**src/rtl/gfx_clip_zcmp.sv**
```systemverilog
// Clip / z-cull stage: source mux, target/clip-rect discard, configurable depth test
// against a wide z-buffer bus with optional Z write-back, then hand-off to the fragment stage.
module gfx_clip_zcmp #(
    parameter int PW       = 16,
    parameter int ZW       = 16,
    parameter int SW       = 256,
    parameter int ADDR_LAT = 2
) (
    input  logic            clk_i,
    input  logic            rst_i,
    input  logic            clipping_enable_i,
    input  logic            zbuffer_enable_i,
    input  logic [2:0]      zfunc_i,
    input  logic            zwrite_enable_i,
    input  logic [31:0]     zbuffer_base_i,
    input  logic [PW-1:0]   target_size_x_i,
    input  logic [PW-1:0]   target_x0_i,
    input  logic [PW-1:0]   target_y0_i,
    input  logic [PW-1:0]   target_x1_i,
    input  logic [PW-1:0]   target_y1_i,
    input  logic [PW-1:0]   clip_x0_i,
    input  logic [PW-1:0]   clip_y0_i,
    input  logic [PW-1:0]   clip_x1_i,
    input  logic [PW-1:0]   clip_y1_i,
    input  logic [PW-1:0]   raster_x_i,
    input  logic [PW-1:0]   raster_y_i,
    input  logic [PW-1:0]   raster_u_i,
    input  logic [PW-1:0]   raster_v_i,
    input  logic [31:0]     flat_color_i,
    input  logic            raster_write_i,
    input  logic [PW-1:0]   cuvz_x_i,
    input  logic [PW-1:0]   cuvz_y_i,
    input  logic [PW-1:0]   cuvz_u_i,
    input  logic [PW-1:0]   cuvz_v_i,
    input  logic [ZW-1:0]   cuvz_z_i,
    input  logic [7:0]      cuvz_a_i,
    input  logic [31:0]     cuvz_color_i,
    input  logic            cuvz_write_i,
    output logic            ack_o,
    output logic            z_rd_request_o,
    input  logic            z_rd_ack_i,
    input  logic [SW-1:0]   z_rd_data_i,
    output logic [31:0]     z_addr_o,
    output logic            z_wr_request_o,
    input  logic            z_wr_ack_i,
    output logic [SW-1:0]   z_wr_data_o,
    output logic [SW/8-1:0] z_wr_sel_o,
    input  logic            wbm_busy_i,
    output logic [PW-1:0]   pixel_x_o,
    output logic [PW-1:0]   pixel_y_o,
    output logic [PW-1:0]   u_o,
    output logic [PW-1:0]   v_o,
    output logic [ZW-1:0]   pixel_z_o,
    output logic [7:0]      a_o,
    output logic [31:0]     color_o,
    output logic            write_o,
    input  logic            ack_i
);

    localparam int ZB    = ZW / 8;
    localparam int BB    = SW / 8;
    localparam int ZLB   = $clog2(ZB);
    localparam int LANES = SW / ZW;
    localparam int LW    = (LANES > 1) ? $clog2(LANES) : 1;
    localparam logic [2:0] LAST = 3'(ADDR_LAT - 1);

    typedef enum logic [2:0] {S_IDLE, S_ADDR, S_ZREAD, S_ZWRITE, S_WRPIX} state_t;

    state_t          state_q, state_d;
    logic [2:0]      cnt_q, cnt_d;
    logic            raster_q, raster_d;
    logic [PW-1:0]   x_q, x_d, y_q, y_d, u_q, u_d, v_q, v_d;
    logic [ZW-1:0]   z_q, z_d;
    logic [7:0]      a_q, a_d;
    logic [31:0]     color_q, color_d;
    logic            ack_q, ack_d, write_q, write_d;
    logic            rd_req_q, rd_req_d, wr_req_q, wr_req_d;
    logic [31:0]     addr_q, addr_d;
    logic [LW-1:0]   lane_q, lane_d;
    logic [SW-1:0]   wr_data_q, wr_data_d;
    logic [BB-1:0]   wr_sel_q, wr_sel_d;

    logic [PW-1:0]   src_x, src_y;
    logic            in_tgt, in_clip, discard;
    logic [31:0]     offset, addr_calc;
    logic [LW-1:0]   lane_calc;
    logic [ZW-1:0]   stored_z;
    logic            zpass;

    assign src_x   = raster_write_i ? raster_x_i : cuvz_x_i;
    assign src_y   = raster_write_i ? raster_y_i : cuvz_y_i;
    assign in_tgt  = (src_x >= target_x0_i) && (src_x < target_x1_i) &&
                     (src_y >= target_y0_i) && (src_y < target_y1_i);
    assign in_clip = (src_x >= clip_x0_i) && (src_x < clip_x1_i) &&
                     (src_y >= clip_y0_i) && (src_y < clip_y1_i);
    assign discard = !in_tgt || (clipping_enable_i && !in_clip);

    // Address is recomputed every ADDR cycle from the latched pixel; the last value wins.
    assign offset    = (32'(y_q) * 32'(target_size_x_i) + 32'(x_q)) * 32'(ZB);
    assign addr_calc = (zbuffer_base_i + offset) & ~32'(BB - 1);
    assign lane_calc = LW'((offset & 32'(BB - 1)) >> ZLB);
    assign stored_z  = z_rd_data_i[int'(lane_q) * ZW +: ZW];

    always_comb begin
        zpass = 1'b0;
        case (zfunc_i)
            3'd1:    zpass = $signed(z_q) <  $signed(stored_z);
            3'd2:    zpass = $signed(z_q) <= $signed(stored_z);
            3'd3:    zpass = $signed(z_q) == $signed(stored_z);
            3'd4:    zpass = $signed(z_q) >  $signed(stored_z);
            3'd5:    zpass = $signed(z_q) >= $signed(stored_z);
            3'd6:    zpass = $signed(z_q) != $signed(stored_z);
            3'd7:    zpass = 1'b1;
            default: zpass = 1'b0;
        endcase
    end

    always_comb begin
        state_d   = state_q;
        cnt_d     = cnt_q;
        raster_d  = raster_q;
        x_d       = x_q;
        y_d       = y_q;
        u_d       = u_q;
        v_d       = v_q;
        z_d       = z_q;
        a_d       = a_q;
        color_d   = color_q;
        ack_d     = 1'b0;
        write_d   = 1'b0;
        rd_req_d  = rd_req_q;
        wr_req_d  = wr_req_q;
        addr_d    = addr_q;
        lane_d    = lane_q;
        wr_data_d = wr_data_q;
        wr_sel_d  = wr_sel_q;
        case (state_q)
            S_IDLE: begin
                if (raster_write_i || cuvz_write_i) begin
                    raster_d = raster_write_i;
                    x_d      = src_x;
                    y_d      = src_y;
                    u_d      = raster_write_i ? raster_u_i : cuvz_u_i;
                    v_d      = raster_write_i ? raster_v_i : cuvz_v_i;
                    z_d      = raster_write_i ? '0 : cuvz_z_i;
                    a_d      = raster_write_i ? 8'hFF : cuvz_a_i;
                    color_d  = raster_write_i ? flat_color_i : cuvz_color_i;
                    if (discard) begin
                        ack_d = 1'b1;
                    end else begin
                        state_d = S_ADDR;
                        cnt_d   = '0;
                    end
                end
            end
            S_ADDR: begin
                addr_d = addr_calc;
                lane_d = lane_calc;
                cnt_d  = cnt_q + 3'd1;
                if (cnt_q == LAST) begin
                    if (raster_q || !zbuffer_enable_i) begin
                        state_d = S_WRPIX;
                        write_d = 1'b1;
                    end else if (zfunc_i == 3'd0) begin
                        state_d = S_IDLE;
                        ack_d   = 1'b1;
                    end else if (zfunc_i == 3'd7 && !zwrite_enable_i) begin
                        state_d = S_WRPIX;
                        write_d = 1'b1;
                    end else begin
                        state_d = S_ZREAD;
                    end
                end
            end
            S_ZREAD: begin
                if (rd_req_q) begin
                    if (z_rd_ack_i) begin
                        rd_req_d = 1'b0;
                        if (!zpass) begin
                            state_d = S_IDLE;
                            ack_d   = 1'b1;
                        end else if (zwrite_enable_i) begin
                            state_d   = S_ZWRITE;
                            wr_data_d = {LANES{z_q}};
                            wr_sel_d  = BB'((1 << ZB) - 1) << (int'(lane_q) * ZB);
                        end else begin
                            state_d = S_WRPIX;
                            write_d = 1'b1;
                        end
                    end
                end else if (!wbm_busy_i) begin
                    rd_req_d = 1'b1;
                end
            end
            S_ZWRITE: begin
                if (wr_req_q) begin
                    if (z_wr_ack_i) begin
                        wr_req_d = 1'b0;
                        wr_sel_d = '0;
                        state_d  = S_WRPIX;
                        write_d  = 1'b1;
                    end
                end else if (!wbm_busy_i) begin
                    wr_req_d = 1'b1;
                end
            end
            S_WRPIX: begin
                if (ack_i) begin
                    state_d = S_IDLE;
                    ack_d   = 1'b1;
                end
            end
            default: state_d = S_IDLE;
        endcase
    end

    always_ff @(posedge clk_i) begin
        if (!rst_i) begin
            state_q   <= S_IDLE;
            cnt_q     <= '0;
            raster_q  <= 1'b0;
            x_q       <= '0;
            y_q       <= '0;
            u_q       <= '0;
            v_q       <= '0;
            z_q       <= '0;
            a_q       <= '0;
            color_q   <= '0;
            ack_q     <= 1'b0;
            write_q   <= 1'b0;
            rd_req_q  <= 1'b0;
            wr_req_q  <= 1'b0;
            addr_q    <= '0;
            lane_q    <= '0;
            wr_data_q <= '0;
            wr_sel_q  <= '0;
        end else begin
            state_q   <= state_d;
            cnt_q     <= cnt_d;
            raster_q  <= raster_d;
            x_q       <= x_d;
            y_q       <= y_d;
            u_q       <= u_d;
            v_q       <= v_d;
            z_q       <= z_d;
            a_q       <= a_d;
            color_q   <= color_d;
            ack_q     <= ack_d;
            write_q   <= write_d;
            rd_req_q  <= rd_req_d;
            wr_req_q  <= wr_req_d;
            addr_q    <= addr_d;
            lane_q    <= lane_d;
            wr_data_q <= wr_data_d;
            wr_sel_q  <= wr_sel_d;
        end
    end

    assign ack_o          = ack_q;
    assign write_o        = write_q;
    assign z_rd_request_o = rd_req_q;
    assign z_wr_request_o = wr_req_q;
    assign z_addr_o       = addr_q;
    assign z_wr_data_o    = wr_data_q;
    assign z_wr_sel_o     = wr_sel_q;
    assign pixel_x_o      = x_q;
    assign pixel_y_o      = y_q;
    assign u_o            = u_q;
    assign v_o            = v_q;
    assign pixel_z_o      = z_q;
    assign a_o            = a_q;
    assign color_o        = color_q;

endmodule

```
**config.mk**
```make
export PLATFORM = sky130hd
export DESIGN_NAME = gfx_clip_zcmp
export DESIGN_NICKNAME = d
export VERILOG_FILES = /design/src/rtl/gfx_clip_zcmp.sv
export SDC_FILE = /design/constraint.sdc
export NUM_CORES = 1
export LEC_CHECK = 0
export CORE_AREA = 2 2 425 427
export DETAILED_ROUTE_END_ITERATION = 7
export DIE_AREA = 0 0 427 429
export GPL_TIMING_DRIVEN = 0
export PLACE_DENSITY_LB_ADDON = 0.25
export SYNTH_ARGS = -nofsm -noshare
export SYNTH_HDL_FRONTEND = slang
export SYNTH_SLANG_ARGS = --single-unit
```
**constraint.sdc**
```tcl
create_clock -name clk_i -period 11 [get_ports clk_i]
set_clock_uncertainty 0.1 [all_clocks]
set_input_delay 1.1 -clock clk_i [delete_from_list [all_inputs] [get_ports clk_i]]
set_output_delay 1.1 -clock clk_i [all_outputs]
set_load 0.005 [all_outputs]
```
==> impl_metrics.sql, run 1 <==
INSERT INTO impl_metrics (metric_group, metric, value, unit) VALUES
('power', 'total_leakage_power', '17.2', 'nW'),
('sta', 'slew-limit-headroom', '12.0', '%'),
('finish', 'layout-drive-gt1-share', '10.2', '%'),
('setup_path', 'required', '11270', 'ps'),
('job', 'drv.max_cap_violation_count', '0', ''),
('sta', 'setup_total_negative_slack', '0', 'ps'),
('drt', 'antenna_violating_nets_remaining', '0', ''),
('clock_network', 'tritoncts.num_buffers', '17', ''),
('floorplan', 'horizontal_die_dimension', '427', 'µm'),
('placement', 'gp_routability_congestion', '0.867', ''),
('sta', 'timing_max_transition_violations_final', '0', ''),
('hold_path', 'min_path_type', 'reg -> reg', ''),
('sta', 'fmax', '99.4', 'MHz'),
('hold_path', 'holdCritStartpoint', 'z_addr_o[12]', ''),
('clock_network', 'clk-insertion-delay-late', '540', 'ps'),
('floorplan', 'initial_utilization', '14.3', '%'),
('clock_network', 'resized_gates_after_cts', '0', ''),
('drt', 'drcViolationCount', '0', ''),
('finish', 'final_nets', '5235', ''),
('synthesis', 'most_frequently_used_cell_type_in_the_post_synthesis_netlist', 'sky130_fd_sc_hd__inv_1', ''),
('setup_path', 'timing.rr.end', 'z_addr_o[31]', ''),
('finish', 'final-seq-area', '0.00388', 'mm²'),
('power', 'maximum_vdd_drop', '0.287', 'mV'),
('global_routing', 'vias_in_the_first_global_route', '25300', ''),
('synthesis', 'ys.flop_type', 'sky130_fd_sc_hd__dfxtp_1', ''),
('synthesis', 'synth_area_leader_cell', 'sky130_fd_sc_hd__fa_1', ''),
('floorplan', 'core_footprint', '0.178', 'mm²'),
('synthesis', 'synth.ff_latch_count', '194', ''),
('finish', 'layoutNonFillerInstCount', '6483', ''),
('placement', 'detailedPlacementHpwl', '131', 'mm'),
('sta', 'finalHoldViolCount', '0', ''),
('drt', 'drt_wl_total', '148', 'mm'),
('synthesis', 'syn-mean-instance-area', '8.56', 'µm²'),
('power', 'total_power', '6.30', 'mW'),
('finish', 'area_growth', '57.7', '%'),
('synthesis', 'synth-edff-count', '0', ''),
('global_routing', 'antenna_found_initial', '38', ''),
('sta', 'finalSetupViolCount', '0', ''),
('setup_path', 'critical_path.slowest_cell', 'sky130_fd_sc_hd__clkdlybuf4s50_1', ''),
('outcome', 'status', 'complete, no violations', ''),
('clock_network', 'clock-root-buffer', 'sky130_fd_sc_hd__clkbuf_16', ''),
('setup_path', 'critPathMaxStageDelay', '790', 'ps'),
('setup_path', 'critical_path.endpoint_type', 'flop', ''),
('drt', 'routed_wire_length_per_instance', '22.8', 'µm'),
('synthesis', 'post_synthesis_cells', '2967', ''),
('clock_network', 'post-cts-setup-buffers', '0', ''),
('placement', 'count_of_input_and_output_buffers', '1097', ''),
('setup_path', 'start_kind', 'input pin', ''),
('setup_path', 'path_class', 'in -> reg', ''),
('synthesis', 'synth-async-reset-ratio', '0', '%'),
('placement', 'area_after_dpl', '0.0394', 'mm²'),
('hold_path', 'min_delay_worst_endpoint', 'z_addr_o[12]', ''),
('finish', 'finalInstanceArea', '0.0401', 'mm²'),
('synthesis', 'synth_commonest_cells', '441 x sky130_fd_sc_hd__inv_1, 346 x sky130_fd_sc_hd__nand2_1, 275 x sky130_fd_sc_hd__ha_1', ''),
('drt', 'routed_via_density', '3.80', ''),
('synthesis', 'synth_cell_type_count', '67', ''),
('floorplan', 'top_level_port_count', '1106', ''),
('drt', 'detailroute.via_count', '24600', ''),
('sta', 'final.min_clock_period', '10060', 'ps'),
('setup_path', 'critPathArrivalTime', '10340', 'ps'),
('global_routing', 'grt_max_degree', '23', ''),
('clock_network', 'post_cts_hold_buffer_count', '0', ''),
('power', 'cellPowerDensity', '157', 'mW/mm²'),
('floorplan', 'fp.dieH', '429', 'µm'),
('placement', 'dpl.cell_count', '6425', ''),
('setup_path', 'reg2regPathDepth', '30', ''),
('drt', 'drt-pass1-iter-count', '5', ''),
('sta', 'rsz_0062_raised_after_global_routing', 'no', ''),
('global_routing', 'grt_first_pass_wirelength', '201', 'mm'),
('sta', 'post-route-period-util', '91.5', '%'),
('hold_path', 'worstHoldPathCells', '2', '');
==> sequential cells by signal, summed over array words and instances, names as in the netlist <==
signal	count
z_addr_o	27
ack_o	1
z_wr_data_o	16
z_rd_request_o	1
u_o	16
v_o	16
cnt_q	3
pixel_x_o	16
z_wr_sel_o	16
write_o	1
state_q	3
z_wr_request_o	1
a_o	8
lane_q	4
raster_q	1
pixel_z_o	16
color_o	32
pixel_y_o	16
==> layout by cell type (no fill, tap or decap), types with 31 or more instances in the layout <==
cell,instances
sky130_fd_sc_hd__a21oi_1,173
sky130_fd_sc_hd__o21ai_0,82
sky130_fd_sc_hd__and2_1,103
sky130_fd_sc_hd__nor3_1,31
sky130_fd_sc_hd__a21o_1,52
sky130_fd_sc_hd__fa_1,209
sky130_fd_sc_hd__clkdlybuf4s50_1,1097
sky130_fd_sc_hd__xnor2_1,41
sky130_fd_sc_hd__nand3_1,45
sky130_fd_sc_hd__ha_1,275
sky130_fd_sc_hd__inv_1,441
sky130_fd_sc_hd__nand2_1,346
sky130_fd_sc_hd__nor2_1,111
sky130_fd_sc_hd__dfxtp_1,194
sky130_fd_sc_hd__mux4_2,80
sky130_fd_sc_hd__clkbuf_1,121
sky130_fd_sc_hd__buf_4,261
sky130_fd_sc_hd__a211oi_1,81
sky130_fd_sc_hd__mux2i_1,65
==> cell families after synthesis <==
logic type               synth area share, %
multiplexers                            11.0
AND/OR/NAND/NOR                         13.5
flip-flops                              15.3
buffers and inverters                   16.3
XOR/XNOR                                2.03
AO/OA/AOI/OAI                           11.8
other                                 0.0148
adder cells (fa/ha/maj)                 30.0
==> worst min-delay path: stages, from the launching register on <==
cell	delay, ps
sky130_fd_sc_hd__dfxtp_1	320
sky130_fd_sc_hd__nand2_1	50
sky130_fd_sc_hd__a21oi_1	50
==> worst max path at each step <==
| stage | from | slack (ps) | endpoint | cells past startpoint |
|---|---|---|---|---|
| 2_1_floorplan | target_size_x_i[7] | 2890 | z_addr_o[31] | 33 |
| 6_report | target_size_x_i[2] | 940 | z_addr_o[31] | 31 |
| 3_3_place_gp | target_size_x_i[2] | 340 | z_addr_o[31] | 30 |
| 4_1_cts | target_size_x_i[2] | 900 | z_addr_o[31] | 31 |
| 3_5_place_dp | target_size_x_i[2] | 320 | z_addr_o[31] | 31 |
| 5_1_grt | target_size_x_i[2] | 520 | z_addr_o[31] | 31 |
==> power by group <==
| group | internal, mW | switching, mW |
|---|---|---|
| logic | 2.12 | 2.64 |
| clock network | 0.314 | 0.393 |
| registers | 0.760 | 0.0776 |
==> per-stage QoR <==
stage,worst slack [ps],utilization (%),hold WS (ps)
4_1_cts,900,22.5,358
3_5_place_dp,318,22.1,347
5_1_grt,520,22.5,376
2_1_floorplan,2890,-,348
3_3_place_gp,337,22.1,339
6_report,935,22.5,355
==> layer usage <==
| metal | part of all wire (%) | track usage, % | up-vias |
|---|---|---|---|
| met4 | 3.5 | 6.51 | 14 |
| li1 | - | - | 11900 |
| met3 | 4.5 | 2.48 | 140 |
| met1 | 40 | 18.1 | 11900 |
| met2 | 52 | 28.6 | 769 |
| met5 | 0.061 | 0 | - |
==> area by class of cell <==
class / count / share of cell area, %
buffer: 397 / 6.20
inverter: 443 / 4.15
sequential: 194 / 9.69
clock inverter: 15 / 0.475
antenna: 26 / 0.162
timing repair buffer: 1099 / 27.5
multi-input combinational: 1937 / 43.4
tap: 2355 / 7.35
clock buffer: 17 / 1.06
No activity file was read; power rests on OpenSTA's default activity.
==> run 2: changes to the inputs <==
--- a/config.mk
+++ b/config.mk
@@ -5,6 +5,7 @@
 export SDC_FILE = /design/constraint.sdc
 export NUM_CORES = 1
 export LEC_CHECK = 0
+export CAP_MARGIN = 20
 export CORE_AREA = 2 2 425 427
 export DETAILED_ROUTE_END_ITERATION = 7
 export DIE_AREA = 0 0 427 429
==> run 2 against run 1 <==
Net effect:
- maximum frequency grew 0.86%
- critical path depth unchanged
- first-iteration DRC count increased by 6.7%
- worst setup slack better by 85 ps
- register-to-register slack improved by 120 ps
- non-clock buffer count up 15
- routed wire length is essentially flat
- core utilization increased by 0.14 points
- combinational power is essentially flat
- cell count up 0.15%
- clock power is 2% higher
- via count rose by 0.47%
- highest routed layer unchanged
==> impl_metrics.sql, run 2 (same netlist as run 1, synthesis figures left out) <==
INSERT INTO impl_metrics (metric_group, metric, value, unit) VALUES
('finish', 'fillerInstances', '19600', ''),
('placement', 'dpl.cell_count', '6436', ''),
('finish', 'largest_reg_flops', '32', ''),
('sta', 'finalSetupViolCount', '0', ''),
('clock_network', 'post_cts_hold_buffer_count', '0', ''),
('job', 'drv.max_cap_violation_count', '0', ''),
('placement', 'gp_routability_congestion', '0.867', ''),
('global_routing', 'vias_in_the_first_global_route', '25400', ''),
('setup_path', 'timing.rr.end', 'z_addr_o[31]', ''),
('power', 'total_power', '6.31', 'mW'),
('drt', 'routed_via_density', '3.81', ''),
('hold_path', 'worstHoldPathCells', '2', ''),
('setup_path', 'path_class', 'in -> reg', ''),
('global_routing', 'grt_max_degree', '23', ''),
('drt', 'routed_wire_length_per_instance', '22.8', 'µm'),
('hold_path', 'holdCritStartpoint', 'z_addr_o[14]', ''),
('finish', 'layoutNonFillerInstCount', '6493', ''),
('placement', 'detailedPlacementHpwl', '132', 'mm'),
('setup_path', 'start_kind', 'input pin', ''),
('global_routing', 'antenna_found_initial', '43', ''),
('power', 'maximum_vdd_drop', '0.300', 'mV'),
('floorplan', 'horizontal_die_dimension', '427', 'µm'),
('clock_network', 'cts_max_path_buffers', '2', ''),
('floorplan', 'dieArea', '0.183', 'mm²'),
('finish', 'most-common-layout-cells', '1097 x sky130_fd_sc_hd__clkdlybuf4s50_1, 441 x sky130_fd_sc_hd__inv_1, 346 x sky130_fd_sc_hd__nand2_1', ''),
('clock_network', 'post-cts-setup-buffers', '0', ''),
('clock_network', 'clk-insertion-delay-late', '540', 'ps'),
('clock_network', 'clock_sinks', '194', ''),
('placement', 'count_of_input_and_output_buffers', '1097', ''),
('setup_path', 'critPathMaxStageDelay', '770', 'ps'),
('setup_path', 'required', '11300', 'ps'),
('setup_path', 'cp_common_cell', 'sky130_fd_sc_hd__fa_1', ''),
('setup_path', 'reg2regPathDepth', '30', ''),
('hold_path', 'min_path_type', 'reg -> reg', ''),
('drt', 'detailroute.via_count', '24800', ''),
('finish', 'area_growth', '58.7', '%'),
('setup_path', 'critPathArrivalTime', '10280', 'ps'),
('clock_network', 'clock-root-buffer', 'sky130_fd_sc_hd__clkbuf_16', ''),
('drt', 'antenna_violating_nets_remaining', '0', ''),
('floorplan', 'fp.dieH', '429', 'µm'),
('drt', 'drtIter0Drc', '1146', ''),
('setup_path', 'critical_path.endpoint_type', 'flop', ''),
('floorplan', 'top_level_port_count', '1106', ''),
('sta', 'slew-limit-headroom', '25.0', '%'),
('sta', 'post-route-period-util', '90.7', '%'),
('sta', 'setup_total_negative_slack', '0', 'ps'),
('setup_path', 'crit_path_max_fanout', '10', ''),
('global_routing', 'grt_first_pass_wirelength', '201', 'mm'),
('hold_path', 'min_delay_worst_endpoint', 'z_addr_o[14]', ''),
('global_routing', 'globalRouteOverflowTotal', '0', ''),
('clock_network', 'tritoncts.num_buffers', '17', ''),
('outcome', 'status', 'complete, no violations', ''),
('sta', 'fmax', '100', 'MHz'),
('floorplan', 'fp-row-count', '155', ''),
('sta', 'rsz_0062_raised_after_global_routing', 'no', ''),
('global_routing', 'global_route.usage.total', '15.7', '%'),
('drt', 'drcViolationCount', '0', ''),
('drt', 'drt-pass1-iter-count', '5', ''),
('sta', 'hold-worst-slack', '354', 'ps'),
('sta', 'timing_max_transition_violations_final', '0', ''),
('floorplan', 'initial_utilization', '14.3', '%'),
('power', 'cellPowerDensity', '157', 'mW/mm²'),
('sta', 'finalHoldViolCount', '0', ''),
('clock_network', 'tritoncts', 'built', ''),
('clock_network', 'htreeDepth', '4', ''),
('setup_path', 'worstReg2RegStart', 'pixel_y_o[9]', ''),
('setup_path', 'critical_path.slowest_cell', 'sky130_fd_sc_hd__clkdlybuf4s50_1', ''),
('finish', 'most_common_cell_after_layout_fill_and_taps_aside', 'sky130_fd_sc_hd__clkdlybuf4s50_1', ''),
('clock_network', 'cts.reportedPaths.clkPinSlew', '90', 'ps'),
('drt', 'drt_wl_total', '148', 'mm'),
('floorplan', 'core_footprint', '0.178', 'mm²'),
('finish', 'layout-drive-gt1-share', '10.5', '%'),
('power', 'total_leakage_power', '17.3', 'nW'),
('sta', 'final.min_clock_period', '9980', 'ps'),
('clock_network', 'resized_gates_after_cts', '0', ''),
('setup_path', 'worst_reg_to_reg_setup_slack', '1650', 'ps'),
('finish', 'final_nets', '5250', ''),
('sta', 'tightest_slew', '1130', 'ps');
## run 2: cell count changes in the layout (fill, tap and decap cells not counted), sizes merged
| cell | before | now |
|---|---|---|
| inv | 453 | 450 |
| clkinvlp | 0 | 2 |
| bufinv | 0 | 1 |
| buf | 278 | 293 |
| diode | 26 | 21 |
## run 2: area by class of cell
type                       count  area, µm²  area share [%]
multi-input combinational   1937      17400            43.1
timing repair buffer        1114      11300            27.9
clock inverter                15        223           0.552
buffer                       397       2480            6.16
tap                         2355       2950            7.31
sequential                   194       3880            9.63
clock buffer                  17        425            1.05
inverter                     443       1660            4.12
antenna                       21       52.6           0.130
## run 2: critical path, delay by kind of cell
| kind | cells | cell delay [ps] |
|---|---|---|
| compound gates | 11 | 1930 |
| xor+xnor | 2 | 840 |
| fa+ha+maj | 8 | 3760 |
| buf+inv | 6 | 1740 |
| simple gates | 4 | 890 |
## run 2: per-stage QoR
stage	util [%]	cell area, µm²	setup WS, ps
global route	22.6	40300	563
finish	22.7	40300	1020
floorplan	-	25400	2890
CTS	22.6	40200	936
detailed placement	22.2	39600	337
global placement	22.1	39400	337
## run 2: worst max path at each step
stage / startpoint / endpoint / cells past startpoint
2_1_floorplan: target_size_x_i[7] / z_addr_o[31] / 33
3_3_place_gp: target_size_x_i[2] / z_addr_o[31] / 30
3_5_place_dp: target_size_x_i[2] / z_addr_o[31] / 31
4_1_cts: target_size_x_i[2] / z_addr_o[31] / 31
5_1_grt: target_size_x_i[2] / z_addr_o[31] / 31
6_report: target_size_x_i[2] / z_addr_o[31] / 31
## run 2: metal layers
metal	wire (µm)	share of wire, %	up-vias	GRT usage (%)
met1	58600	40	11900	18.1
met4	4720	3.2	16	5.78
li1	-	-	11900	-
met5	103	0.070	-	0
met3	7650	5.2	135	2.58
met2	77100	52	795	28.9
## run 2: report_power, final
| group | internal [mW] | leakage, nW | switching (mW) |
|---|---|---|---|
| clock | 0.336 | 0.304 | 0.381 |
| combinational | 2.12 | 15.4 | 2.64 |
| sequential | 0.760 | 1.59 | 0.0761 |
| total | 3.22 | 17.3 | 3.09 |
==> run 3: changes to the inputs <==
--- a/config.mk
+++ b/config.mk
@@ -6,9 +6,9 @@
 export NUM_CORES = 1
 export LEC_CHECK = 0
 export CAP_MARGIN = 20
-export CORE_AREA = 2 2 425 427
+export CORE_AREA = 2 2 430 432
 export DETAILED_ROUTE_END_ITERATION = 7
-export DIE_AREA = 0 0 427 429
+export DIE_AREA = 0 0 432 434
 export GPL_TIMING_DRIVEN = 0
 export PLACE_DENSITY_LB_ADDON = 0.25
 export SYNTH_ARGS = -nofsm -noshare
==> run 3 against run 2 <==
Net effect:
- clock power down 2%
- first-iteration DRC count fell by 5.3%
- routed wire length decreased by 0.48%
- largest power group unchanged
- flip-flop and latch count unchanged
- cell count grew 0.18%
- design area down 0.21%
- sequential power is essentially flat
- highest routed layer unchanged
==> impl_metrics.sql, run 3 (same netlist as run 1, synthesis figures left out) <==
INSERT INTO impl_metrics (metric_group, metric, value, unit) VALUES
('hold_path', 'min_path_type', 'reg -> reg', ''),
('setup_path', 'timing.critical_path.max_delay_family', 'adder cells', ''),
('finish', 'most-common-layout-cells', '1097 x sky130_fd_sc_hd__clkdlybuf4s50_1, 441 x sky130_fd_sc_hd__inv_1, 346 x sky130_fd_sc_hd__nand2_1', ''),
('global_routing', 'globalRouteOverflowTotal', '0', ''),
('floorplan', 'horizontal_die_dimension', '432', 'µm'),
('placement', 'gp_routability_congestion', '0.866', ''),
('clock_network', 'clk-insertion-delay-late', '530', 'ps'),
('clock_network', 'clock-root-buffer', 'sky130_fd_sc_hd__clkbuf_16', ''),
('drt', 'routed_wire_length_per_instance', '22.7', 'µm'),
('job', 'drv.max_cap_violation_count', '0', ''),
('power', 'total_leakage_power', '17.3', 'nW'),
('sta', 'rsz_0062_raised_after_global_routing', 'no', ''),
('sta', 'fmax', '99.7', 'MHz'),
('drt', 'antenna_violating_nets_remaining', '0', ''),
('finish', 'layoutNonFillerInstCount', '6505', ''),
('clock_network', 'resized_gates_after_cts', '0', ''),
('global_routing', 'vias_in_the_first_global_route', '25200', ''),
('floorplan', 'fp.dieH', '434', 'µm'),
('drt', 'drt-pass1-iter-count', '5', ''),
('global_routing', 'grt_max_degree', '23', ''),
('power', 'cellPowerDensity', '156', 'mW/mm²'),
('setup_path', 'cp_common_cell', 'sky130_fd_sc_hd__fa_1', ''),
('sta', 'setup_total_negative_slack', '0', 'ps'),
('finish', 'final_nets', '5247', ''),
('floorplan', 'dieArea', '0.187', 'mm²'),
('sta', 'slew-limit-headroom', '22.6', '%'),
('finish', 'final-seq-area', '0.00388', 'mm²'),
('floorplan', 'top_level_port_count', '1106', ''),
('clock_network', 'tritoncts', 'built', ''),
('global_routing', 'global_route.usage.total', '15.2', '%'),
('setup_path', 'critical_path.endpoint_type', 'flop', ''),
('global_routing', 'antenna_found_initial', '33', ''),
('finish', 'layout-drive-gt1-share', '10.5', '%'),
('setup_path', 'critPathMaxStageDelay', '790', 'ps'),
('finish', 'largest_reg_flops', '32', ''),
('drt', 'detailroute.via_count', '24600', ''),
('power', 'maximum_vdd_drop', '0.280', 'mV'),
('floorplan', 'fp-row-count', '157', ''),
('sta', 'timing_max_transition_violations_final', '0', ''),
('clock_network', 'clock_sinks', '194', ''),
('drt', 'routed_via_density', '3.78', ''),
('sta', 'layout_setup_ws', '965', 'ps'),
('setup_path', 'required', '11290', 'ps'),
('clock_network', 'cts.reportedPaths.clkPinSlew', '90', 'ps'),
('setup_path', 'path_class', 'in -> reg', ''),
('setup_path', 'critical_path.slowest_cell', 'sky130_fd_sc_hd__clkdlybuf4s50_1', ''),
('drt', 'drcViolationCount', '0', ''),
('sta', 'post-route-period-util', '91.2', '%'),
('floorplan', 'core_footprint', '0.182', 'mm²'),
('global_routing', 'grt_first_pass_wirelength', '198', 'mm'),
('outcome', 'status', 'complete, no violations', ''),
('placement', 'dpl.cell_count', '6467', ''),
('sta', 'finalHoldViolCount', '0', ''),
('floorplan', 'initial_utilization', '13.9', '%'),
('finish', 'multi_input_comb_area', '0.0174', 'mm²'),
('clock_network', 'post_cts_hold_buffer_count', '0', ''),
('placement', 'detailedPlacementHpwl', '131', 'mm'),
('setup_path', 'crit_path_max_fanout', '10', ''),
('finish', 'most_common_cell_after_layout_fill_and_taps_aside', 'sky130_fd_sc_hd__clkdlybuf4s50_1', ''),
('finish', 'fillerInstances', '20200', ''),
('clock_network', 'tritoncts.num_buffers', '17', ''),
('sta', 'finalSetupViolCount', '0', ''),
('placement', 'pre_cts_ws', '393', 'ps'),
('setup_path', 'critPathArrivalTime', '10330', 'ps'),
('sta', 'final.min_clock_period', '10030', 'ps'),
('clock_network', 'post-cts-setup-buffers', '0', ''),
('sta', 'tightest_slew', '1130', 'ps'),
('drt', 'drt_wl_total', '147', 'mm'),
('clock_network', 'htreeDepth', '4', ''),
('setup_path', 'start_kind', 'input pin', ''),
('setup_path', 'path_buf_inv', '6', ''),
('clock_network', 'cts_max_path_buffers', '2', ''),
('drt', 'drtIter0Drc', '1085', ''),
('placement', 'count_of_input_and_output_buffers', '1097', ''),
('finish', 'area_growth', '58.4', '%');
run 3: worst min-delay path, stage by stage, from the launching register on:
cell	delay [ps]
sky130_fd_sc_hd__dfxtp_1	320
sky130_fd_sc_hd__nand2_1	50
sky130_fd_sc_hd__a21oi_1	50
run 3: path summary, 6_finish.rpt:
check / from / endpoint / slack (ps) / depth (start not counted)
max: target_size_x_i[2] / z_addr_o[31] / 970 / 31
min: z_addr_o[17] / z_addr_o[17] / 360 / 2
max reg2reg: pixel_y_o[10] / z_addr_o[31] / 1640 / 30
min reg2reg: z_addr_o[17] / z_addr_o[17] / 360 / 2
run 3: report_power, final:
part	internal [mW]	total [mW]	switching [mW]
clock network	0.312	0.700	0.388
logic	2.12	4.73	2.61
registers	0.760	0.835	0.0745
total	3.19	6.27	3.07
run 3: stage by stage:
| step | utilization (%) | cell area, µm² | power [mW] | hold slack (ps) |
|---|---|---|---|---|
| detailed placement | 21.7 | 39600 | 5.62 | 347 |
| global placement | 21.6 | 39400 | 5.62 | 342 |
| CTS | 22.0 | 40200 | 6.37 | 360 |
| floorplan | - | 25400 | 4.17 | 348 |
| finish | 22.1 | 40200 | 6.27 | 358 |
| global route | 22.1 | 40200 | 6.96 | 380 |
run 3: final cells by class:
cell class	count	area share, %
Multi-Input combinational cell	1937	43.2
Sequential cell	194	9.65
Inverter	443	4.13
Clock inverter	15	0.494
Clock buffer	17	1.06
Antenna cell	6	0.0373
Tap cell	2385	7.41
Timing Repair Buffer	1111	27.8
Buffer	397	6.18
run 3: metal layers:
layer | up-vias | part of all wire [%] | track usage (%)
li1 | 11900 | - | -
met1 | 11800 | 40 | 17.2
met2 | 770 | 52 | 28.6
met3 | 143 | 5.2 | 3.03
met4 | 20 | 2.4 | 3.96
met5 | - | 0.088 | 0
